**config.mk**
```make
export PLATFORM = sky130hd
export DESIGN_NAME = run_sequencer
export DESIGN_NICKNAME = d
export VERILOG_FILES = /design/src/rtl/run_seq_pkg.sv /design/src/rtl/rise_detect.sv /design/src/rtl/run_sequencer.sv
export SDC_FILE = /design/constraint.sdc
export NUM_CORES = 1
export LEC_CHECK = 0
export BUFFER_PORTS_ARGS = -buffer_cell sky130_fd_sc_hd__buf_2
export CAP_MARGIN = 20
export CORE_AREA = 4 4 85 87
export CTS_BUF_LIST = sky130_fd_sc_hd__clkbuf_16
export DETAILED_ROUTE_END_ITERATION = 12
export DIE_AREA = 0 0 89 91
export PLACE_DENSITY = 0.76
export SLEW_MARGIN = 20
export SYNTH_ARGS = -nofsm -noshare
export SYNTH_HDL_FRONTEND = slang
export SYNTH_SLANG_ARGS = --single-unit
```
**constraint.sdc**
```tcl
create_clock -name clk -period 2.35 [get_ports clk]
set_input_delay 0.47 -clock clk [delete_from_list [all_inputs] [get_ports clk]]
set_output_delay 0.47 -clock clk [all_outputs]
set_load 0.01 [all_outputs]
```
**src/rtl/run_seq_pkg.sv**
```systemverilog
// Shared types and default sizing for the run sequencer.
package run_seq_pkg;

    localparam int unsigned HOLD_CYCLES_DEF = 4;
    localparam int unsigned CNT_W_DEF       = 32;

    typedef enum logic [2:0] {
        ST_RUN,
        ST_STEP,
        ST_WAIT_IN,
        ST_LOAD_IN,
        ST_SHOW_OUT,
        ST_EMIT,
        ST_HALT
    } seq_state_t;

endpackage

```
**src/rtl/rise_detect.sv**
```systemverilog
// 0->1 detector on a synchronous level; the previous sample resets high so a
// level held through reset never reports an edge.
module rise_detect (
    input  logic clk,
    input  logic reset,
    input  logic i_level,
    output logic o_rise_c
);

    logic r_prev;

    always_ff @(posedge clk) begin
        if (reset) begin
            r_prev <= 1'b1;
        end else begin
            r_prev <= i_level;
        end
    end

    assign o_rise_c = i_level & ~r_prev;

endmodule

```
**src/rtl/run_sequencer.sv**
```systemverilog
// Execution sequencer: pauses the datapath for switch input, printed-value
// display, single stepping and halt, and counts retired instructions.
module run_sequencer
    import run_seq_pkg::*;
#(
    parameter int unsigned HOLD_CYCLES = HOLD_CYCLES_DEF,
    parameter int unsigned CNT_W       = CNT_W_DEF
) (
    input  logic             clk,
    input  logic             reset,
    input  logic             is_input,
    input  logic             is_print,
    input  logic             is_halt,
    input  logic [31:0]      alu_result,
    input  logic             confirm,
    input  logic             step_mode,
    input  logic             step_btn,
    output logic             pause,
    output logic             read,
    output logic             print_strobe,
    output logic [31:0]      display_data,
    output logic             halted,
    output logic [CNT_W-1:0] instr_count
);

    localparam int unsigned HOLD_W = (HOLD_CYCLES < 1) ? 1 : $clog2(HOLD_CYCLES + 1);
    localparam logic [HOLD_W-1:0] HOLD_MAX = HOLD_W'(HOLD_CYCLES);

    seq_state_t         r_state;
    seq_state_t         w_next;
    logic [HOLD_W-1:0]  r_hold;
    logic               r_print_strobe;
    logic [31:0]        r_display;
    logic               r_halted;
    logic [CNT_W-1:0]   r_count;
    logic               w_pause;
    logic               w_read;
    logic               w_load_print;
    logic               w_confirm_rise;
    logic               w_step_rise;

    rise_detect u_confirm_rise (
        .clk      (clk),
        .reset    (reset),
        .i_level  (confirm),
        .o_rise_c (w_confirm_rise)
    );

    rise_detect u_step_rise (
        .clk      (clk),
        .reset    (reset),
        .i_level  (step_btn),
        .o_rise_c (w_step_rise)
    );

    // Next state plus the combinational pause/read controls.
    always_comb begin
        w_next       = r_state;
        w_pause      = 1'b1;
        w_read       = 1'b0;
        w_load_print = 1'b0;
        case (r_state)
            ST_RUN: begin
                if (is_halt) begin
                    w_next = ST_HALT;
                end else if (is_input) begin
                    w_next = ST_WAIT_IN;
                end else if (is_print) begin
                    w_next       = ST_SHOW_OUT;
                    w_load_print = 1'b1;
                end else begin
                    w_pause = 1'b0;
                    w_next  = step_mode ? ST_STEP : ST_RUN;
                end
            end
            ST_STEP: begin
                if (w_step_rise || !step_mode) begin
                    w_next = ST_RUN;
                end
            end
            ST_WAIT_IN: begin
                if (w_confirm_rise) begin
                    w_next = ST_LOAD_IN;
                end
            end
            ST_LOAD_IN: begin
                w_pause = 1'b0;
                w_read  = 1'b1;
                w_next  = step_mode ? ST_STEP : ST_RUN;
            end
            ST_SHOW_OUT: begin
                if ((r_hold == HOLD_MAX) && w_confirm_rise) begin
                    w_next = ST_EMIT;
                end
            end
            ST_EMIT: begin
                w_pause = 1'b0;
                w_next  = step_mode ? ST_STEP : ST_RUN;
            end
            ST_HALT: begin
                w_next = ST_HALT;
            end
            default: begin
                w_next = ST_RUN;
            end
        endcase
        // A reset cycle never retires and never strobes read.
        if (reset) begin
            w_pause      = 1'b1;
            w_read       = 1'b0;
            w_load_print = 1'b0;
        end
    end

    always_ff @(posedge clk) begin
        if (reset) begin
            r_state        <= ST_RUN;
            r_hold         <= '0;
            r_print_strobe <= 1'b0;
            r_display      <= 32'd0;
            r_halted       <= 1'b0;
            r_count        <= '0;
        end else begin
            r_state        <= w_next;
            r_print_strobe <= w_load_print;
            r_halted       <= (w_next == ST_HALT);
            if (w_load_print) begin
                r_display <= alu_result;
                r_hold    <= '0;
            end else if ((r_state == ST_SHOW_OUT) && (r_hold != HOLD_MAX)) begin
                r_hold <= r_hold + HOLD_W'(1);
            end
            if (!w_pause) begin
                r_count <= r_count + CNT_W'(1);
            end
        end
    end

    assign pause        = w_pause;
    assign read         = w_read;
    assign print_strobe = r_print_strobe;
    assign display_data = r_display;
    assign halted       = r_halted;
    assign instr_count  = r_count;

endmodule

```
Word-level counts from Yosys, hierarchy flattened
Index checks and enable logic that the tools add are counted.
- add/sub/neg operators: 2
- equality and inequality tests: 9
- mux-type cells: 19
- bitwise operators: 4
- reduce and logical (&&, ||, !) cells: 7
- operator list (operator ; count):
    $add 32x1->32 const B ; 1
    $mux 3 ; 6
    $pmux 3 s6 ; 1
    $eq 3x3->1 const B ; 5
    $mux 1 ; 11
    $eq 3x2->1 const B ; 2
    $reduce_or 2->1 ; 2
    $add 3x1->3 const B ; 1
    $eq 3x1->1 const B ; 1
    $logic_not 3->1 ; 1
    $ne 3x3->1 const B ; 1
    $and 1x1->1 ; 2
    $logic_and 1x1->1 ; 2
    $not 1->1 ; 2
    $pmux 1 s2 ; 1
    $logic_not 1->1 ; 1
    $logic_or 1x1->1 ; 1
- register bits: 74
- input bits: 40

Depth between registers and ports, before layout
Gate-level depths: netlist of run 1.
- depth after elaboration: 6
- depth in mapped cells: 7

Modules after synthesis
Synthesis of run 1 repeated with hierarchy kept, for this count alone.
- cells, all modules: 386
- area total of the unflattened synthesis: 3106.7 µm²
- by module, submodules not included (module ; instances ; cells an instance ; area an instance (µm²)):
    run_sequencer ; 1 ; 380 ; 3041.7
    rise_detect ; 2 ; 3 ; 32.5

Least setup slack after synthesis of run 1
Ideal clock, no wire load.
- path type: input to register
- start: input port is_halt
- end: register r_count[31] (netlist: instr_count[31])
- library setup time: 0.070 ns
- arrival: 2.122 ns
- required time: 2.280 ns
- path slack: 0.157 ns
- cell stages on the path: 5
- path through: nor3_1 -> a22oi_2 -> or4_4 -> or4_1 -> a21oi_1
- cells in the longest elaborated chain, start to end: 3
- RTL lines (element ; RTL line ; source):
    from (decl) ; run_sequencer.sv:13 ; input logic is_halt,
    $mux 1 ; run_sequencer.sv:64 ; if (is_halt) begin
    $pmux 1 s2 ; run_sequencer.sv:62 ; case (r_state)
    $mux 1 ; run_sequencer.sv:108 ; if (reset) begin
    to (signal assigned) ; run_sequencer.sv:134 ; r_count <= r_count + CNT_W'(1);
    to (decl) ; run_sequencer.sv:35 ; logic [CNT_W-1:0] r_count;
No other way between the ends.
A chain may end at the register's enable or synchronous reset.

Worst setup path after layout of run 1
- start: register r_state[2]
- end: output port pause
- cells in the longest elaborated chain, start to end: 4
- elaborated cells between the ends (all ways): 6
- classes of those cells: 2 x eq/ne; 2 x mux; 2 x reduce/logical
- RTL lines (element ; RTL line ; source):
    from (decl) ; run_sequencer.sv:29 ; seq_state_t r_state;
    from (signal assigned) ; run_sequencer.sv:124 ; r_state <= w_next;
    $eq 3x3->1 or $eq 3x2->1 (tied branches) ; run_sequencer.sv:62 ;
    $reduce_or 2->1 (no source line) ; -- ;
    $pmux 1 s2 * ; run_sequencer.sv:62 ;
    $mux 1 * ; run_sequencer.sv:108 ;
    to (decl) ; run_sequencer.sv:18 ; output logic pause,
Mark *: on every way between the ends. The rest lies on a longest branch, timed or not.

==> results.yml, run 1 <==
run_status:
  outcome: "finished, final reports clean"
min_path:
  holdPathStages: 2
  hp-class: "in -> reg"
clocking:
  numCtsBuffers: 9
  clk_pin_slew_ns: 0.06
  root_buffer: "clkbuf_16"
  insertion_delay_ns: 0.32
  post_cts_resized: 0
  cts_tree: "built"
  cts_hold_buffers: 0
  post_cts_buffers: 0
  clock_path_buffers: 2
  cts.htree.levels: 3
  cts_sinks: 74
floorplanning:
  chipWidth_microns: 89
  die_area_sq_um: 8100
  design.core.area_sq_um: 6350
  start_util_pct: 48.2
  dieHeight_microns: 91
  ios: 108
  placementRows: 29
critical_path:
  crit_type: "reg -> out"
  worstPathMaxFanout: 15
  start_kind: "flop"
  cp.required_ns: 1.88
  worstPathArrival_ns: 1.73
  reg2regPathDepth: 5
  crit_path_end_kind: "primary output"
yosys:
  synth_nets: 412
  synthFlopType: "dfxtp_1"
  syn_area_sq_um: 3060
  ys_types: 35
  seq_area_frac_synth_pct: 48.4
  synth_xor_area_share_pct: 8.55
  async_flop_share_pct: 0
  synth_fa_ha_area_share_pct: 1.23
  yosys_warnings: 0
  synth_top_family_by_area: "simple AND/OR/NAND/NOR gates"
  avgSynthCellArea_sq_um: 8.29
  synth_seq_cells: 74
  muxShareOfSynthArea_pct: 0.654
  synth_edf_count: 0
  syn_inst: 369
  synth_compound_area_share_pct: 8.96
  synthSimpleGateAreaFrac_pct: 28.6
sta:
  maxSlewHeadroom_pct: 31.9
  slew_violations: 0
  worst_pin_slew_ns: 1.02
  finalHoldViolations: 0
  rsz0062_at_grt: "false"
  period_minus_slack_ns: 2.20
  finClkSkew_ns: 0.00483
  fin_crit_sh_pct: 93.7
  hold_slack_ns: 0.353
  fin_tns_setup_ns: 0
  max_freq_mhz: 454
  setup_viol: 0
global_routing:
  grt_pass1_wl_microns: 12800
  grt.overflow.total: 0
  grt_usage_pct: 19.5
  first_global_vias: 2781
  grt_max_degree: 77
  antenna_found_initial: 0
layout:
  layout-drive-gt1-share_pct: 29.5
  nets: 522
  stdcell_area_sq_um: 3980
  syn_to_final_growth_pct: 30.0
  final_cell_mix: "buf_2 (107), nand2_1 (80), dfxtp_1 (74)"
  diodes: 0
  final_common_cell: "buf_2"
detailed_routing:
  ant_nets: 0
  wl_per_cell_microns: 13.7
  drt-total-wl_microns: 7710
  route.vias.total: 2920
  avgViaCountPerCell: 5.20
  firstDrtPassIters: 4
  drt-initial-drc-count: 132
  drc: 0
placed_design:
  place.gp.congestion: 0.797
  io_buffers: 107
  hpwl_microns: 5320
  placed_cell_area_sq_um: 3710
power_and_ir_drop:
  p_leak_nw: 1.66
  max-vdd-ir-drop_mv: 0.452
  p_per_area_nw_per_um2: 677
job:
  max-cap-violations: 0
==> final cells by class <==
class / count / area [sq um]
Multi-Input combinational cell: 267 / 1470
Timing Repair Buffer: 122 / 648
Clock inverter: 7 / 37.5
Inverter: 5 / 18.8
Clock buffer: 9 / 225
Fill cell: 544 / 2370
Sequential cell: 74 / 1480
Tap cell: 77 / 96.3
==> synth_stat cells (all sizes together) (3+ instances only) <==
library cell / count / area [sq um]
nand2: 80 / 300
dfxtp: 74 / 1480
a21oi: 39 / 195
nor2: 35 / 131
xnor2: 24 / 210
clkbuf: 21 / 78.8
nor3: 17 / 90.1
nand3: 7 / 35.0
nor4: 7 / 43.8
nand4: 6 / 37.5
nor4b: 6 / 52.6
and4: 5 / 43.8
inv: 5 / 18.8
o21ai: 5 / 25.0
xor2: 5 / 51.3
nor3b: 4 / 30.0
or3: 4 / 25.0
and3: 3 / 18.8
ha: 3 / 37.5
or2: 3 / 18.8
or4: 3 / 26.3
==> sequential cells by signal, indices dropped and copies added (netlist names) <==
name	count
u_step_rise.r_prev	1
r_state	3
r_hold	3
instr_count	32
u_confirm_rise.r_prev	1
halted	1
print_strobe	1
display_data	32
==> through the flow <==
| stage | util [%] | cells | power (mW) | worst slack [ns] |
|---|---|---|---|---|
| 6_report | 62.6 | 561 | 2.69 | 0.148 |
| 3_5_place_dp | 58.5 | 545 | 1.52 | -0.00666 |
| 4_1_cts | 62.6 | 561 | 2.72 | 0.126 |
| 5_1_grt | 62.6 | 561 | 2.80 | 0.0241 |
| 3_3_place_gp | 58.5 | 545 | 1.52 | 0.0720 |
| 2_1_floorplan | - | 369 | 1.44 | 0.157 |
==> power breakdown <==
part	switching (mW)	internal, mW	total, mW	leakage (nW)
Clock	0.500	0.700	1.20	0.130
Combinational	0.110	0.0808	0.191	0.935
Sequential	0.0182	1.28	1.30	0.599
==> metal layers <==
metal	vias up	track usage (%)	part of all wire, %
met5	-	0	0
met3	9	4.25	7.5
li1	1472	-	-
met2	97	31.8	48
met4	0	8.44	1.1
met1	1342	24.6	43
==> cell families after synthesis <==
group | after synthesis
flops | 74
simple gates | 183
compound gates | 50
fa+ha+maj | 3
mux | 2
buf+inv | 28
xor+xnor | 29
==> critical path, stage by stage, from the launching register on <==
cell     delay, ns
dfxtp_1       0.45
xor2_2        0.20
a22oi_2       0.11
buf_4         0.22
or2_2         0.28
buf_2         0.14
==> path summary, 6_finish.rpt <==
kind / end / slack [ns] / from
min reg2reg: display_data[10] / 0.45 / display_data[10]
max: pause / 0.15 / r_state[2]
max reg2reg: instr_count[31] / 0.22 / instr_count[3]
min: u_confirm_rise.r_prev / 0.35 / confirm
Note: power is estimated with default switching activity, not from simulation.
==> inputs of run 2 (changes only) <==
--- a/config.mk
+++ b/config.mk
@@ -5,6 +5,7 @@
 export SDC_FILE = /design/constraint.sdc
 export NUM_CORES = 1
 export LEC_CHECK = 0
+export ABC_CLOCK_PERIOD_IN_PS = 2350
 export BUFFER_PORTS_ARGS = -buffer_cell sky130_fd_sc_hd__buf_2
 export CAP_MARGIN = 20
 export CORE_AREA = 4 4 85 87
@@ -12,6 +13,7 @@
 export DETAILED_ROUTE_END_ITERATION = 12
 export DIE_AREA = 0 0 89 91
 export PLACE_DENSITY = 0.76
+export RECOVER_POWER = 100
 export SLEW_MARGIN = 20
 export SYNTH_ARGS = -nofsm -noshare
 export SYNTH_HDL_FRONTEND = slang
==> run 2 against run 1 <==
  * Wire length increased by 0.21%
  * Worst hold slack got worse by 0.0021 ns
  * Clock skew about the same
  * Global-route usage unchanged
  * Sequential cell count unchanged
  * Via count about the same
  * Total power about the same
  * Critical path depth increased by 2
  * Die area unchanged
  * Critical endpoint is now instr_count[8]
  * Largest power group unchanged
==> results.yml, run 2 (synthesized netlist as in run 1, its figures left out) <==
power_and_ir_drop:
  p_per_area_nw_per_um2: 695
  p_leak_nw: 1.36
  max-vdd-ir-drop_mv: 0.451
  finalPower_mw: 2.69
critical_path:
  r2r-start: "instr_count[0]"
  reg2reg_to: "instr_count[8]"
  cp_top_family: "compound AO/OA/AOI/OAI gates"
  reg2regPathDepth: 7
  crit_path_end_kind: "flop"
  crit_type: "reg -> reg"
  r2r_slack_ns: 0.15
  path_cells: "ha_1 -> nor4b_1 -> a32oi_1 -> clkbuf_1 -> nor3_1 -> xnor2_1 -> nor2_1"
  cp_slowest_cell: "a32oi_1"
  start_kind: "flop"
  worstPathArrival_ns: 2.38
  worstPathMaxFanout: 12
  cp.required_ns: 2.53
  cp_slowest_stage_delay_ns: 0.75
  cp_num_buf_inv: 1
placed_design:
  io_buffers: 107
  placed_cells: 545
  hpwl_microns: 5320
  place.gp.congestion: 0.797
detailed_routing:
  wl_per_cell_microns: 13.8
  avgViaCountPerCell: 5.20
  route.vias.total: 2918
  drt-total-wl_microns: 7730
  drt-initial-drc-count: 134
  firstDrtPassIters: 4
  drc: 0
  ant_nets: 0
clocking:
  cts_tree: "built"
  insertion_delay_ns: 0.33
  root_buffer: "clkbuf_16"
  clk_pin_slew_ns: 0.06
  cts.htree.levels: 3
  post_cts_resized: 0
  numCtsBuffers: 9
  cts_sinks: 74
  clock_path_buffers: 2
  cts_hold_buffers: 0
  post_cts_buffers: 0
floorplanning:
  placementRows: 29
  dieHeight_microns: 91
  start_util_pct: 48.2
  design.core.area_sq_um: 6350
  chipWidth_microns: 89
  die_area_sq_um: 8100
  ios: 108
sta:
  worst_pin_slew_ns: 1.02
  slew_violations: 0
  fin_crit_sh_pct: 93.5
  finalHoldViolations: 0
  max_freq_mhz: 455
  rsz0062_at_grt: "false"
  finClkSkew_ns: 0.00511
  maxSlewHeadroom_pct: 31.9
  period_minus_slack_ns: 2.20
  setup_viol: 0
job:
  max-cap-violations: 0
global_routing:
  antenna_found_initial: 0
  grt_pass1_wl_microns: 12800
  grt_max_degree: 77
  grt.overflow.total: 0
  grt_usage_pct: 19.5
  first_global_vias: 2781
min_path:
  hold_path_startpoint: "confirm"
  hp-class: "in -> reg"
  holdPathStages: 2
  min_to: "u_confirm_rise.r_prev"
layout:
  final_common_cell: "nand2_1"
  final_cell_mix: "nand2_1 (80), dfxtp_1 (74), clkbuf_1 (69)"
  nets: 522
  finalNonFillerCells: 561
  fillers: 591
  layout-drive-gt1-share_pct: 14.9
  syn_to_final_growth_pct: 26.5
  diodes: 0
run_status:
  outcome: "finished, final reports clean"
-- run 2: routing by layer --
metal  GRT usage, %  vias to the layer above  part of all wire [%]
met5              0                        -                     0
met4           8.44                        0                   1.4
met2           31.8                       80                    48
met1           24.6                     1359                    44
li1               -                     1467                     -
met3           4.25                       12                   6.6
-- run 2: power breakdown --
group          switching, mW  total (mW)  internal (mW)
clock                  0.504        1.20          0.700
sequential            0.0186        1.30           1.28
combinational          0.110       0.185         0.0750
-- run 2: how the worst max path moves through the flow --
stage | start | endpoint | cells after the start
6_report | instr_count[0] | instr_count[8] | 7
4_1_cts | r_state[2] | pause | 5
5_1_grt | instr_count[0] | instr_count[10] | 7
2_1_floorplan | is_halt | instr_count[31] | 5
3_3_place_gp | is_halt | instr_count[31] | 6
3_5_place_dp | is_halt | instr_count[31] | 6
-- run 2: final cells by class --
| class | count | area (sq um) | share of cell area (%) |
|---|---|---|---|
| clock buffers | 9 | 225 | 5.82 |
| clock inverters | 7 | 37.5 | 0.970 |
| inverters | 5 | 18.8 | 0.485 |
| multi-input cells | 267 | 1460 | 37.7 |
| flip-flops and latches | 74 | 1480 | 38.3 |
| well taps | 77 | 96.3 | 2.49 |
| repair buffers | 122 | 552 | 14.3 |
-- run 2: through the flow --
step / area [sq um] / util [%] / setup slack [ns] / hold WS, ns / setup TNS, ns
floorplan: 3060 / - / 0.157 / 0.481 / 0
global placement: 3710 / 58.5 / 0.0720 / 0.439 / 0
detailed placement: 3710 / 58.5 / -0.00666 / 0.443 / -0.00666
CTS: 3980 / 62.6 / 0.126 / 0.346 / 0
global route: 3870 / 61.0 / 0.0161 / 0.354 / 0
finish: 3870 / 61.0 / 0.154 / 0.351 / 0
-- run 2: worst register-to-register path, cell delays in order, from the launching register on --
cell and delay, ns:
dfxtp_1 0.31, ha_1 0.20, nor4b_1 0.14, a32oi_1 0.75, clkbuf_1 0.34, nor3_1 0.11, xnor2_1 0.15, nor2_1 0.05
